$ cat config.mk
export PLATFORM = sky130hd
export DESIGN_NAME = usb_dev_txn_fsm_flat
export DESIGN_NICKNAME = d
export VERILOG_FILES = /design/src/rtl/usb_dev_txn_fsm_if.sv /design/src/rtl/usb_dev_txn_fsm.sv /design/src/flat_wrapper.sv
export SDC_FILE = /design/constraint.sdc
export NUM_CORES = 1
export LEC_CHECK = 0
export ABC_AREA = 1
export ABC_CLOCK_PERIOD_IN_PS = 2700
export CORE_MARGIN = 4
export CORE_UTILIZATION = 55
export CTS_CLUSTER_SIZE = 14
export DETAILED_ROUTE_END_ITERATION = 16
export GPL_TIMING_DRIVEN = 0
export PLACE_DENSITY = 0.84
export SLEW_MARGIN = 40
export SYNTH_ARGS = -nofsm -noshare
export SYNTH_HDL_FRONTEND = slang
export SYNTH_SLANG_ARGS = --single-unit
$ cat constraint.sdc
create_clock -name clk -period 2.7 [get_ports clk]
set_input_delay 0.54 -clock clk [delete_from_list [all_inputs] [get_ports clk]]
set_output_delay 0.54 -clock clk [all_outputs]
set_load 0.03 [all_outputs]
$ cat src/rtl/usb_dev_txn_fsm_if.sv
// usb_dev_txn_fsm_if
//   Bundle of the strobes and buses between the device transaction sequencer
//   and the packet receiver/sender sub-FSMs.
//   master : the sequencer (usb_dev_txn_fsm)
//   slave  : the receiver/sender side (sub-FSMs, or a testbench)
//   Signals:
//     token receiver   : r_token_done, r_token_ok, r_token_pid[7:0]
//     data receiver    : r_data_start, r_data_finish, r_data_success, r_data_fail
//     data sender      : start_send_data, done_send_data
//     handshake sender : start_send_hand, done_send_hand
//     handshake recv   : r_hand, receive, ack, nak, r_hand_fail
//     shared           : pid[7:0] (PID for the sender being started)
//     status           : txn_dir, busy, txn_done, txn_success
//   Macro USB_DATA_TOGGLE_EN adds data_toggle (current IN DATA0/DATA1 select).
interface usb_dev_txn_fsm_if;
  logic       r_token_done;
  logic       r_token_ok;
  logic [7:0] r_token_pid;
  logic       r_data_start;
  logic       r_data_finish;
  logic       r_data_success;
  logic       r_data_fail;
  logic       start_send_data;
  logic       done_send_data;
  logic       start_send_hand;
  logic       done_send_hand;
  logic [7:0] pid;
  logic       r_hand;
  logic       receive;
  logic       ack;
  logic       nak;
  logic       r_hand_fail;
  logic       txn_dir;
  logic       busy;
  logic       txn_done;
  logic       txn_success;
`ifdef USB_DATA_TOGGLE_EN
  logic       data_toggle;
`endif

  modport master (
    input  r_token_done, r_token_ok, r_token_pid,
    input  r_data_finish, r_data_success, r_data_fail,
    input  done_send_data, done_send_hand,
    input  receive, ack, nak, r_hand_fail,
    output r_data_start, start_send_data, start_send_hand, pid, r_hand,
    output txn_dir, busy, txn_done, txn_success
`ifdef USB_DATA_TOGGLE_EN
    , output data_toggle
`endif
  );

  modport slave (
    output r_token_done, r_token_ok, r_token_pid,
    output r_data_finish, r_data_success, r_data_fail,
    output done_send_data, done_send_hand,
    output receive, ack, nak, r_hand_fail,
    input  r_data_start, start_send_data, start_send_hand, pid, r_hand,
    input  txn_dir, busy, txn_done, txn_success
`ifdef USB_DATA_TOGGLE_EN
    , input data_toggle
`endif
  );
endinterface

$ cat src/rtl/usb_dev_txn_fsm.sv
// usb_dev_txn_fsm
//   Device-side transaction sequencer. Waits for a valid OUT or IN token and
//   then runs the transaction by strobing the receiver/sender sub-FSMs:
//     OUT : receive data, answer ACK (good) or NAK (bad, then receive again)
//     IN  : send data, wait for the host handshake, resend on NAK/error/timeout
//   A transaction is abandoned after MAX_RETRY failed attempts.
// Ports:
//   clk    : system clock
//   rst_l  : asynchronous active-low reset
//   bus    : usb_dev_txn_fsm_if.master (strobes, PID bus, status outputs)
// Parameters:
//   MAX_RETRY    : failed attempts before abort (1..15)
//   HAND_TIMEOUT : cycles waited for a handshake before an IN attempt fails
// Optional feature macro USB_DATA_TOGGLE_EN:
//   IN data alternates DATA0/DATA1 per successful IN transaction and the
//   current toggle is exported as bus.data_toggle. Without it IN data is DATA0.
module usb_dev_txn_fsm #(
  parameter int MAX_RETRY    = 8,
  parameter int HAND_TIMEOUT = 255
) (
  input  logic              clk,
  input  logic              rst_l,
  usb_dev_txn_fsm_if.master bus
);

  localparam logic [7:0] PID_OUT   = 8'b1000_0111;
  localparam logic [7:0] PID_IN    = 8'b1001_0110;
  localparam logic [7:0] PID_DATA0 = 8'b1100_0011;
  localparam logic [7:0] PID_DATA1 = 8'b1101_0010;
  localparam logic [7:0] PID_ACK   = 8'b0100_1011;
  localparam logic [7:0] PID_NAK   = 8'b0101_1010;

  typedef enum logic [2:0] {
    IDLE,
    RECV_DATA,
    SEND_HAND,
    SEND_DATA,
    WAIT_HAND
  } state_t;

  state_t     state;
  logic [3:0] retry;
  logic [7:0] tcnt;
  logic       hand_ok;

  logic       r_data_start_q;
  logic       start_send_data_q;
  logic       start_send_hand_q;
  logic       r_hand_q;
  logic [7:0] pid_q;
  logic       txn_dir_q;
  logic       busy_q;
  logic       txn_done_q;
  logic       txn_success_q;

  logic       tok_out;
  logic       tok_in;
  logic       data_bad;
  logic       hand_timeout;
  logic       hand_fail;
  logic       retry_last;
  logic [7:0] in_pid;

  assign tok_out = bus.r_token_done & bus.r_token_ok & (bus.r_token_pid == PID_OUT);
  assign tok_in  = bus.r_token_done & bus.r_token_ok & (bus.r_token_pid == PID_IN);

  // A finish that is not flagged good is treated like a receive error, so the
  // host is NAKed rather than the sequencer waiting forever. r_data_fail
  // therefore dominates a coincident finish.
  assign data_bad = bus.r_data_fail | (bus.r_data_finish & ~bus.r_data_success);

  // The attempt fails on the cycle the count would reach HAND_TIMEOUT, which
  // puts the resend strobe exactly HAND_TIMEOUT cycles after r_hand.
  assign hand_timeout = ((tcnt + 8'd1) == 8'(HAND_TIMEOUT));
  assign hand_fail    = (bus.receive & bus.nak) | bus.r_hand_fail | hand_timeout;

  // True when the failure being handled now is the last one allowed.
  assign retry_last = ((retry + 4'd1) == 4'(MAX_RETRY));

`ifdef USB_DATA_TOGGLE_EN
  logic toggle;
  assign in_pid          = toggle ? PID_DATA1 : PID_DATA0;
  assign bus.data_toggle = toggle;
`else
  assign in_pid = PID_DATA0;
`endif

  always_ff @(posedge clk or negedge rst_l) begin
    if (!rst_l) begin
      state             <= IDLE;
      retry             <= 4'd0;
      tcnt              <= 8'd0;
      hand_ok           <= 1'b0;
      r_data_start_q    <= 1'b0;
      start_send_data_q <= 1'b0;
      start_send_hand_q <= 1'b0;
      r_hand_q          <= 1'b0;
      pid_q             <= 8'h00;
      txn_dir_q         <= 1'b0;
      busy_q            <= 1'b0;
      txn_done_q        <= 1'b0;
      txn_success_q     <= 1'b0;
`ifdef USB_DATA_TOGGLE_EN
      toggle            <= 1'b0;
`endif
    end else begin
      // Strobes are single-cycle unless re-asserted below.
      r_data_start_q    <= 1'b0;
      start_send_data_q <= 1'b0;
      start_send_hand_q <= 1'b0;
      r_hand_q          <= 1'b0;
      txn_done_q        <= 1'b0;

      case (state)
        IDLE: begin
          retry <= 4'd0;
          tcnt  <= 8'd0;
          if (tok_out) begin
            state          <= RECV_DATA;
            r_data_start_q <= 1'b1;
            txn_dir_q      <= 1'b0;
            busy_q         <= 1'b1;
          end else if (tok_in) begin
            state             <= SEND_DATA;
            start_send_data_q <= 1'b1;
            pid_q             <= in_pid;
            txn_dir_q         <= 1'b1;
            busy_q            <= 1'b1;
          end
        end

        RECV_DATA: begin
          if (data_bad) begin
            retry <= retry + 4'd1;
            if (retry_last) begin
              state         <= IDLE;
              busy_q        <= 1'b0;
              txn_done_q    <= 1'b1;
              txn_success_q <= 1'b0;
            end else begin
              state             <= SEND_HAND;
              start_send_hand_q <= 1'b1;
              pid_q             <= PID_NAK;
              hand_ok           <= 1'b0;
            end
          end else if (bus.r_data_finish) begin
            state             <= SEND_HAND;
            start_send_hand_q <= 1'b1;
            pid_q             <= PID_ACK;
            hand_ok           <= 1'b1;
          end
        end

        SEND_HAND: begin
          if (bus.done_send_hand) begin
            if (hand_ok) begin
              state         <= IDLE;
              busy_q        <= 1'b0;
              txn_done_q    <= 1'b1;
              txn_success_q <= 1'b1;
            end else begin
              state          <= RECV_DATA;
              r_data_start_q <= 1'b1;
            end
          end
        end

        SEND_DATA: begin
          if (bus.done_send_data) begin
            state    <= WAIT_HAND;
            r_hand_q <= 1'b1;
            tcnt     <= 8'd0;
          end
        end

        WAIT_HAND: begin
          if (hand_fail) begin
            retry <= retry + 4'd1;
            if (retry_last) begin
              state         <= IDLE;
              busy_q        <= 1'b0;
              txn_done_q    <= 1'b1;
              txn_success_q <= 1'b0;
            end else begin
              // pid still holds this transaction's DATAx, so the resend
              // carries the same PID.
              state             <= SEND_DATA;
              start_send_data_q <= 1'b1;
            end
          end else if (bus.receive && bus.ack) begin
            state         <= IDLE;
            busy_q        <= 1'b0;
            txn_done_q    <= 1'b1;
            txn_success_q <= 1'b1;
`ifdef USB_DATA_TOGGLE_EN
            toggle        <= ~toggle;
`endif
          end else begin
            tcnt <= tcnt + 8'd1;
          end
        end

        default: begin
          state  <= IDLE;
          busy_q <= 1'b0;
        end
      endcase
    end
  end

  assign bus.r_data_start    = r_data_start_q;
  assign bus.start_send_data = start_send_data_q;
  assign bus.start_send_hand = start_send_hand_q;
  assign bus.r_hand          = r_hand_q;
  assign bus.pid             = pid_q;
  assign bus.txn_dir         = txn_dir_q;
  assign bus.busy            = busy_q;
  assign bus.txn_done        = txn_done_q;
  assign bus.txn_success     = txn_success_q;

endmodule

$ cat src/flat_wrapper.sv
// flat-port wrapper written by rule: the top's interface ports become plain ports
module usb_dev_txn_fsm_flat 
#(
  parameter int MAX_RETRY    = 8,
  parameter int HAND_TIMEOUT = 255
)
  (clk, rst_l, bus_r_token_done, bus_r_token_ok, bus_r_token_pid, bus_r_data_finish, bus_r_data_success, bus_r_data_fail, bus_done_send_data, bus_done_send_hand, bus_receive, bus_ack, bus_nak, bus_r_hand_fail, bus_r_data_start, bus_start_send_data, bus_start_send_hand, bus_pid, bus_r_hand, bus_txn_dir, bus_busy, bus_txn_done, bus_txn_success);
  usb_dev_txn_fsm_if bus_i ();
  input  logic clk;
  input  logic rst_l;
  input wire logic [$bits(bus_i.r_token_done)-1:0] bus_r_token_done;
  input wire logic [$bits(bus_i.r_token_ok)-1:0] bus_r_token_ok;
  input wire logic [$bits(bus_i.r_token_pid)-1:0] bus_r_token_pid;
  input wire logic [$bits(bus_i.r_data_finish)-1:0] bus_r_data_finish;
  input wire logic [$bits(bus_i.r_data_success)-1:0] bus_r_data_success;
  input wire logic [$bits(bus_i.r_data_fail)-1:0] bus_r_data_fail;
  input wire logic [$bits(bus_i.done_send_data)-1:0] bus_done_send_data;
  input wire logic [$bits(bus_i.done_send_hand)-1:0] bus_done_send_hand;
  input wire logic [$bits(bus_i.receive)-1:0] bus_receive;
  input wire logic [$bits(bus_i.ack)-1:0] bus_ack;
  input wire logic [$bits(bus_i.nak)-1:0] bus_nak;
  input wire logic [$bits(bus_i.r_hand_fail)-1:0] bus_r_hand_fail;
  output wire logic [$bits(bus_i.r_data_start)-1:0] bus_r_data_start;
  output wire logic [$bits(bus_i.start_send_data)-1:0] bus_start_send_data;
  output wire logic [$bits(bus_i.start_send_hand)-1:0] bus_start_send_hand;
  output wire logic [$bits(bus_i.pid)-1:0] bus_pid;
  output wire logic [$bits(bus_i.r_hand)-1:0] bus_r_hand;
  output wire logic [$bits(bus_i.txn_dir)-1:0] bus_txn_dir;
  output wire logic [$bits(bus_i.busy)-1:0] bus_busy;
  output wire logic [$bits(bus_i.txn_done)-1:0] bus_txn_done;
  output wire logic [$bits(bus_i.txn_success)-1:0] bus_txn_success;
  assign bus_i.r_token_done = bus_r_token_done;
  assign bus_i.r_token_ok = bus_r_token_ok;
  assign bus_i.r_token_pid = bus_r_token_pid;
  assign bus_i.r_data_finish = bus_r_data_finish;
  assign bus_i.r_data_success = bus_r_data_success;
  assign bus_i.r_data_fail = bus_r_data_fail;
  assign bus_i.done_send_data = bus_done_send_data;
  assign bus_i.done_send_hand = bus_done_send_hand;
  assign bus_i.receive = bus_receive;
  assign bus_i.ack = bus_ack;
  assign bus_i.nak = bus_nak;
  assign bus_i.r_hand_fail = bus_r_hand_fail;
  assign bus_r_data_start = bus_i.r_data_start;
  assign bus_start_send_data = bus_i.start_send_data;
  assign bus_start_send_hand = bus_i.start_send_hand;
  assign bus_pid = bus_i.pid;
  assign bus_r_hand = bus_i.r_hand;
  assign bus_txn_dir = bus_i.txn_dir;
  assign bus_busy = bus_i.busy;
  assign bus_txn_done = bus_i.txn_done;
  assign bus_txn_success = bus_i.txn_success;
  usb_dev_txn_fsm #(.MAX_RETRY(MAX_RETRY), .HAND_TIMEOUT(HAND_TIMEOUT)) u_core (.clk(clk), .rst_l(rst_l), .bus(bus_i));
endmodule
==> impl_metrics.ini <==
[run_status]
status = completed

[setup_path]
worstSetupStartpointType = flip-flop
crit_arrival_ns = 1.47
crit_path_max_incr_delay_ns = 0.66
setup_crit_end_kind = output pin
crit_buf_inv = 2
worstSetupPathType = flip-flop to output pin
path_delay_family = buffers and inverters
reg2reg_to = u_core.retry[1]
cpMaxStageDelayCell = sky130_fd_sc_hd__clkdlybuf4s50_1
regToRegStartpoint = u_core.tcnt[0]
r2r_worst_path_depth = 13
r2r_setup_slack_ns = 0.76
cp_max_fo = 3
crit_required_ns = 2.16
crit_chain = buf_4 > clkdlybuf4s50_1

[sta]
final_min_period_over_clock_period_pct = 74.3
worst_slew_margin_relative_to_its_limit_pct = 58.0
setup_tns_ns = 0
postLayoutSetupSlackWorst_ns = 0.695
finClkSkew_ns = 0.0160
finalMaxSlewViolations = 0
number_of_failing_setup_endpoints_in_the_final_timing_report = 0
timing_worst_slew_pin_value_ns = 0.631
rsz0062_at_grt = false
post-route-min-period_ns = 2.01
hold_violations = 0
max_clk_rate_mhz = 499

[clocking]
cts_num_sinks = 29
post_cts_resized = 0
tritoncts_clock_tree = yes
clk_path_buf_depth = 2
cts_inserted_buffers = 5
post-cts-setup-buffers = 0
htree_num_levels = 2
cts.reportedPaths.clkPinSlew_ns = 0.10
postCtsHoldBufs = 0
master_cell_of_the_clock_root_buffer = sky130_fd_sc_hd__clkbuf_4
clock_insertion_delay_worst_skew_ns = 0.33

[power]
p_comb_share_pct = 53.6
power_leakage_nw = 1.10
power_switching_w = 0.000843
pwr-share-seq_pct = 32.6
internal_power_w = 0.000984
pwr-share-clk_pct = 13.8
vdd_ir_drop_max_v = 0.000561
pwr_density_cell_nw_per_um2 = 812
power_switching_share_pct = 46.2

[finish]
antenna-diode-count = 0
final_layout_size_suffix_gt1_share_pct = 14.6
area_growth_syn_to_layout_pct = 24.7
finish.net_count = 311

[route]
via_per_inst = 4.94
antenna_left = 0
detailroute.via_count = 1641
dr.first_iter.drc_count = 116
total_iterations_of_the_first_detailed_routing_run = 4
detail_route.wirelength_mm = 3.84
detail_route.drc_violations = 0
wl_per_cell_um = 11.6

[yosys]
yosysUniqueCellTypes = 31
synth_top_area_cell = sky130_fd_sc_hd__dfrtp_1
postSynthCellCount = 245
ys_seq_elements = 29
sequential_fraction_of_the_synthesis_area_pct = 40.2
predominant_post_synthesis_flop_cell = sky130_fd_sc_hd__dfrtp_1
synth.avg_cell_area_um2 = 7.37
synth_edf_count = 0
async_flop_share_pct = 100
post_synth_main_area_contributors = sky130_fd_sc_hd__dfrtp_1, sky130_fd_sc_hd__nand2_1, sky130_fd_sc_hd__nand3_1, sky130_fd_sc_hd__inv_1, sky130_fd_sc_hd__o21ai_2
synth.yosys.warnings = 0
synthDominantCellAreaShare_pct = 40.2
netlist_area_um2 = 1810

[global_routing]
grt_pass1_wl_mm = 6.67
global_route.usage.total_pct = 20.3
grt-ovfl-total = 0
number_of_global_route_vias_before_repair = 1604
grt_antenna_before_repair = 0
grt_start_max_net_pins = 30

[place]
hpwlAfterDp_mm = 3.03
gpl.final_weighted_congestion = 0.870
io_buffer_count = 34
placement.setup.worst_slack_ns = 0.494

[floorplanning]
dieHeight_um = 65.3
die-area_um2 = 4260
coreArea_um2 = 3100
start_util_pct = 58.2
io_pins = 37
row_count = 20
dieWidth_um = 65.3

[flow_run]
max_cap_violations = 0

[min_path]
worst_hold_path_type = primary input to async pin
-- power groups by stage --
stage / Combinational [W] / Sequential [W] / Clock [W]
after global placement: 0.000950 / 0.000599 / 0
after detailed placement: 0.000971 / 0.000602 / 0
after floorplan: 0.000585 / 0.000698 / 0
final: 0.000979 / 0.000595 / 0.000253
after global routing: 0.00110 / 0.000610 / 0.000272
after CTS: 0.000979 / 0.000594 / 0.000256
-- per-stage QoR --
| stage | utilization [%] | area, um^2 | std cells | power [W] | hold slack [ns] |
|---|---|---|---|---|---|
| 6_report | 72.5 | 2250 | 332 | 0.00183 | 0.214 |
| 5_1_grt | 72.5 | 2250 | 332 | 0.00198 | 0.263 |
| 4_1_cts | 72.5 | 2250 | 332 | 0.00183 | 0.239 |
| 3_5_place_dp | 70.9 | 2200 | 324 | 0.00157 | 0.466 |
| 3_3_place_gp | 71.0 | 2200 | 324 | 0.00155 | 0.454 |
| 2_1_floorplan | - | 1810 | 246 | 0.00128 | 0.244 |
-- layout by cell type, fill, tap and decap left out --
cell                              instances
sky130_fd_sc_hd__buf_12                   1
sky130_fd_sc_hd__nor2_4                   1
sky130_fd_sc_hd__xnor2_1                  2
sky130_fd_sc_hd__o21a_1                   1
sky130_fd_sc_hd__a21oi_1                  4
sky130_fd_sc_hd__or2_2                    3
sky130_fd_sc_hd__o21ai_2                  9
sky130_fd_sc_hd__inv_1                   32
sky130_fd_sc_hd__nand3_2                  4
sky130_fd_sc_hd__o21bai_1                 1
sky130_fd_sc_hd__inv_2                    3
sky130_fd_sc_hd__nor3_1                   4
sky130_fd_sc_hd__o21ai_0                  7
sky130_fd_sc_hd__buf_4                    3
sky130_fd_sc_hd__nand2_4                  1
sky130_fd_sc_hd__or2_1                    1
sky130_fd_sc_hd__buf_2                    1
sky130_fd_sc_hd__nor4_1                   2
sky130_fd_sc_hd__clkdlybuf4s50_1         33
sky130_fd_sc_hd__clkinv_1                 2
sky130_fd_sc_hd__clkinv_2                 2
sky130_fd_sc_hd__nand4_1                  2
sky130_fd_sc_hd__nand3_1                 26
sky130_fd_sc_hd__conb_1                   2
sky130_fd_sc_hd__nand2_1                 70
sky130_fd_sc_hd__ha_1                     3
sky130_fd_sc_hd__clkbuf_4                 5
sky130_fd_sc_hd__nor2_2                   2
sky130_fd_sc_hd__o21bai_2                 2
sky130_fd_sc_hd__nand3b_1                 1
sky130_fd_sc_hd__o21ai_1                  4
sky130_fd_sc_hd__clkbuf_1                 2
sky130_fd_sc_hd__nand2_2                  5
sky130_fd_sc_hd__nor2_1                  18
sky130_fd_sc_hd__dfrtp_1                 29
-- registers in the layout, indices dropped and copies added (netlist names) --
register	cells
u_core.bus.busy	1
u_core.bus.pid	5
u_core.bus.r_data_start	1
u_core.bus.r_hand	1
u_core.bus.start_send_data	1
u_core.bus.start_send_hand	1
u_core.bus.txn_dir	1
u_core.bus.txn_done	1
u_core.bus.txn_success	1
u_core.hand_ok	1
u_core.retry	4
u_core.state	3
u_core.tcnt	8
-- layer usage --
| metal | routed length [um] | vias up | part of all wire [%] | global-route usage (%) |
|---|---|---|---|---|
| met5 | 0 | - | 0 | 0 |
| met4 | 37 | 0 | 0.96 | 6.99 |
| met3 | 191 | 4 | 5.0 | 5.81 |
| met2 | 1910 | 43 | 50 | 36.0 |
| met1 | 1710 | 741 | 44 | 23.2 |
| li1 | - | 853 | - | - |
-- worst max path at each step --
stage                                  start                 to  slack [ns]  cells past startpoint
final                      u_core.bus.pid[6]         bus_pid[6]        0.69                      2
after global routing          u_core.tcnt[0]    u_core.retry[1]        0.58                     13
after CTS                  u_core.bus.pid[6]         bus_pid[6]        0.68                      2
after detailed placement   bus_r_data_finish  u_core.bus.pid[4]        0.49                      8
after global placement    bus_r_token_pid[7]  u_core.bus.pid[4]        0.53                      8
after floorplan               u_core.tcnt[0]    u_core.retry[2]        1.03                     13
-- synth_stat cells (2+ instances only) --
library cell / count
sky130_fd_sc_hd__nor2_1: 18
sky130_fd_sc_hd__nand4_1: 2
sky130_fd_sc_hd__dfrtp_1: 29
sky130_fd_sc_hd__nor3_1: 4
sky130_fd_sc_hd__nand3_2: 4
sky130_fd_sc_hd__buf_4: 3
sky130_fd_sc_hd__nand2_2: 5
sky130_fd_sc_hd__inv_2: 3
sky130_fd_sc_hd__a21oi_1: 4
sky130_fd_sc_hd__o21bai_2: 2
sky130_fd_sc_hd__nor2_2: 2
sky130_fd_sc_hd__o21ai_0: 7
sky130_fd_sc_hd__xnor2_1: 2
sky130_fd_sc_hd__nand2_1: 70
sky130_fd_sc_hd__clkinv_1: 2
sky130_fd_sc_hd__inv_1: 32
sky130_fd_sc_hd__ha_1: 3
sky130_fd_sc_hd__o21ai_1: 4
sky130_fd_sc_hd__nand3_1: 26
sky130_fd_sc_hd__nor4_1: 2
sky130_fd_sc_hd__or2_2: 3
sky130_fd_sc_hd__o21ai_2: 9
-- layout make-up --
class | count | area, um^2
Tap cell | 44 | 55.1
Timing Repair Buffer | 34 | 335
Sequential cell | 29 | 726
Fill cell | 275 | 852
Multi-Input combinational cell | 175 | 898
Clock buffer | 6 | 41.3
Clock inverter | 2 | 10.0
Inverter | 37 | 139
Buffer | 5 | 46.3
-- cell families (layout without fill, tap and decap cells) --
kind of cell	count (synthesis)	count (layout)	share of synthesized area, %
buffers and inverters	42	84	10.3
flip-flops	29	29	40.2
XOR/XNOR	2	2	0.970
AO/OA/AOI/OAI	28	28	10.6
AND/OR/NAND/NOR	140	140	35.7
adder cells (fa/ha/maj)	3	3	2.08
other	1	2	0.208
(Power assumes the default switching activity.)
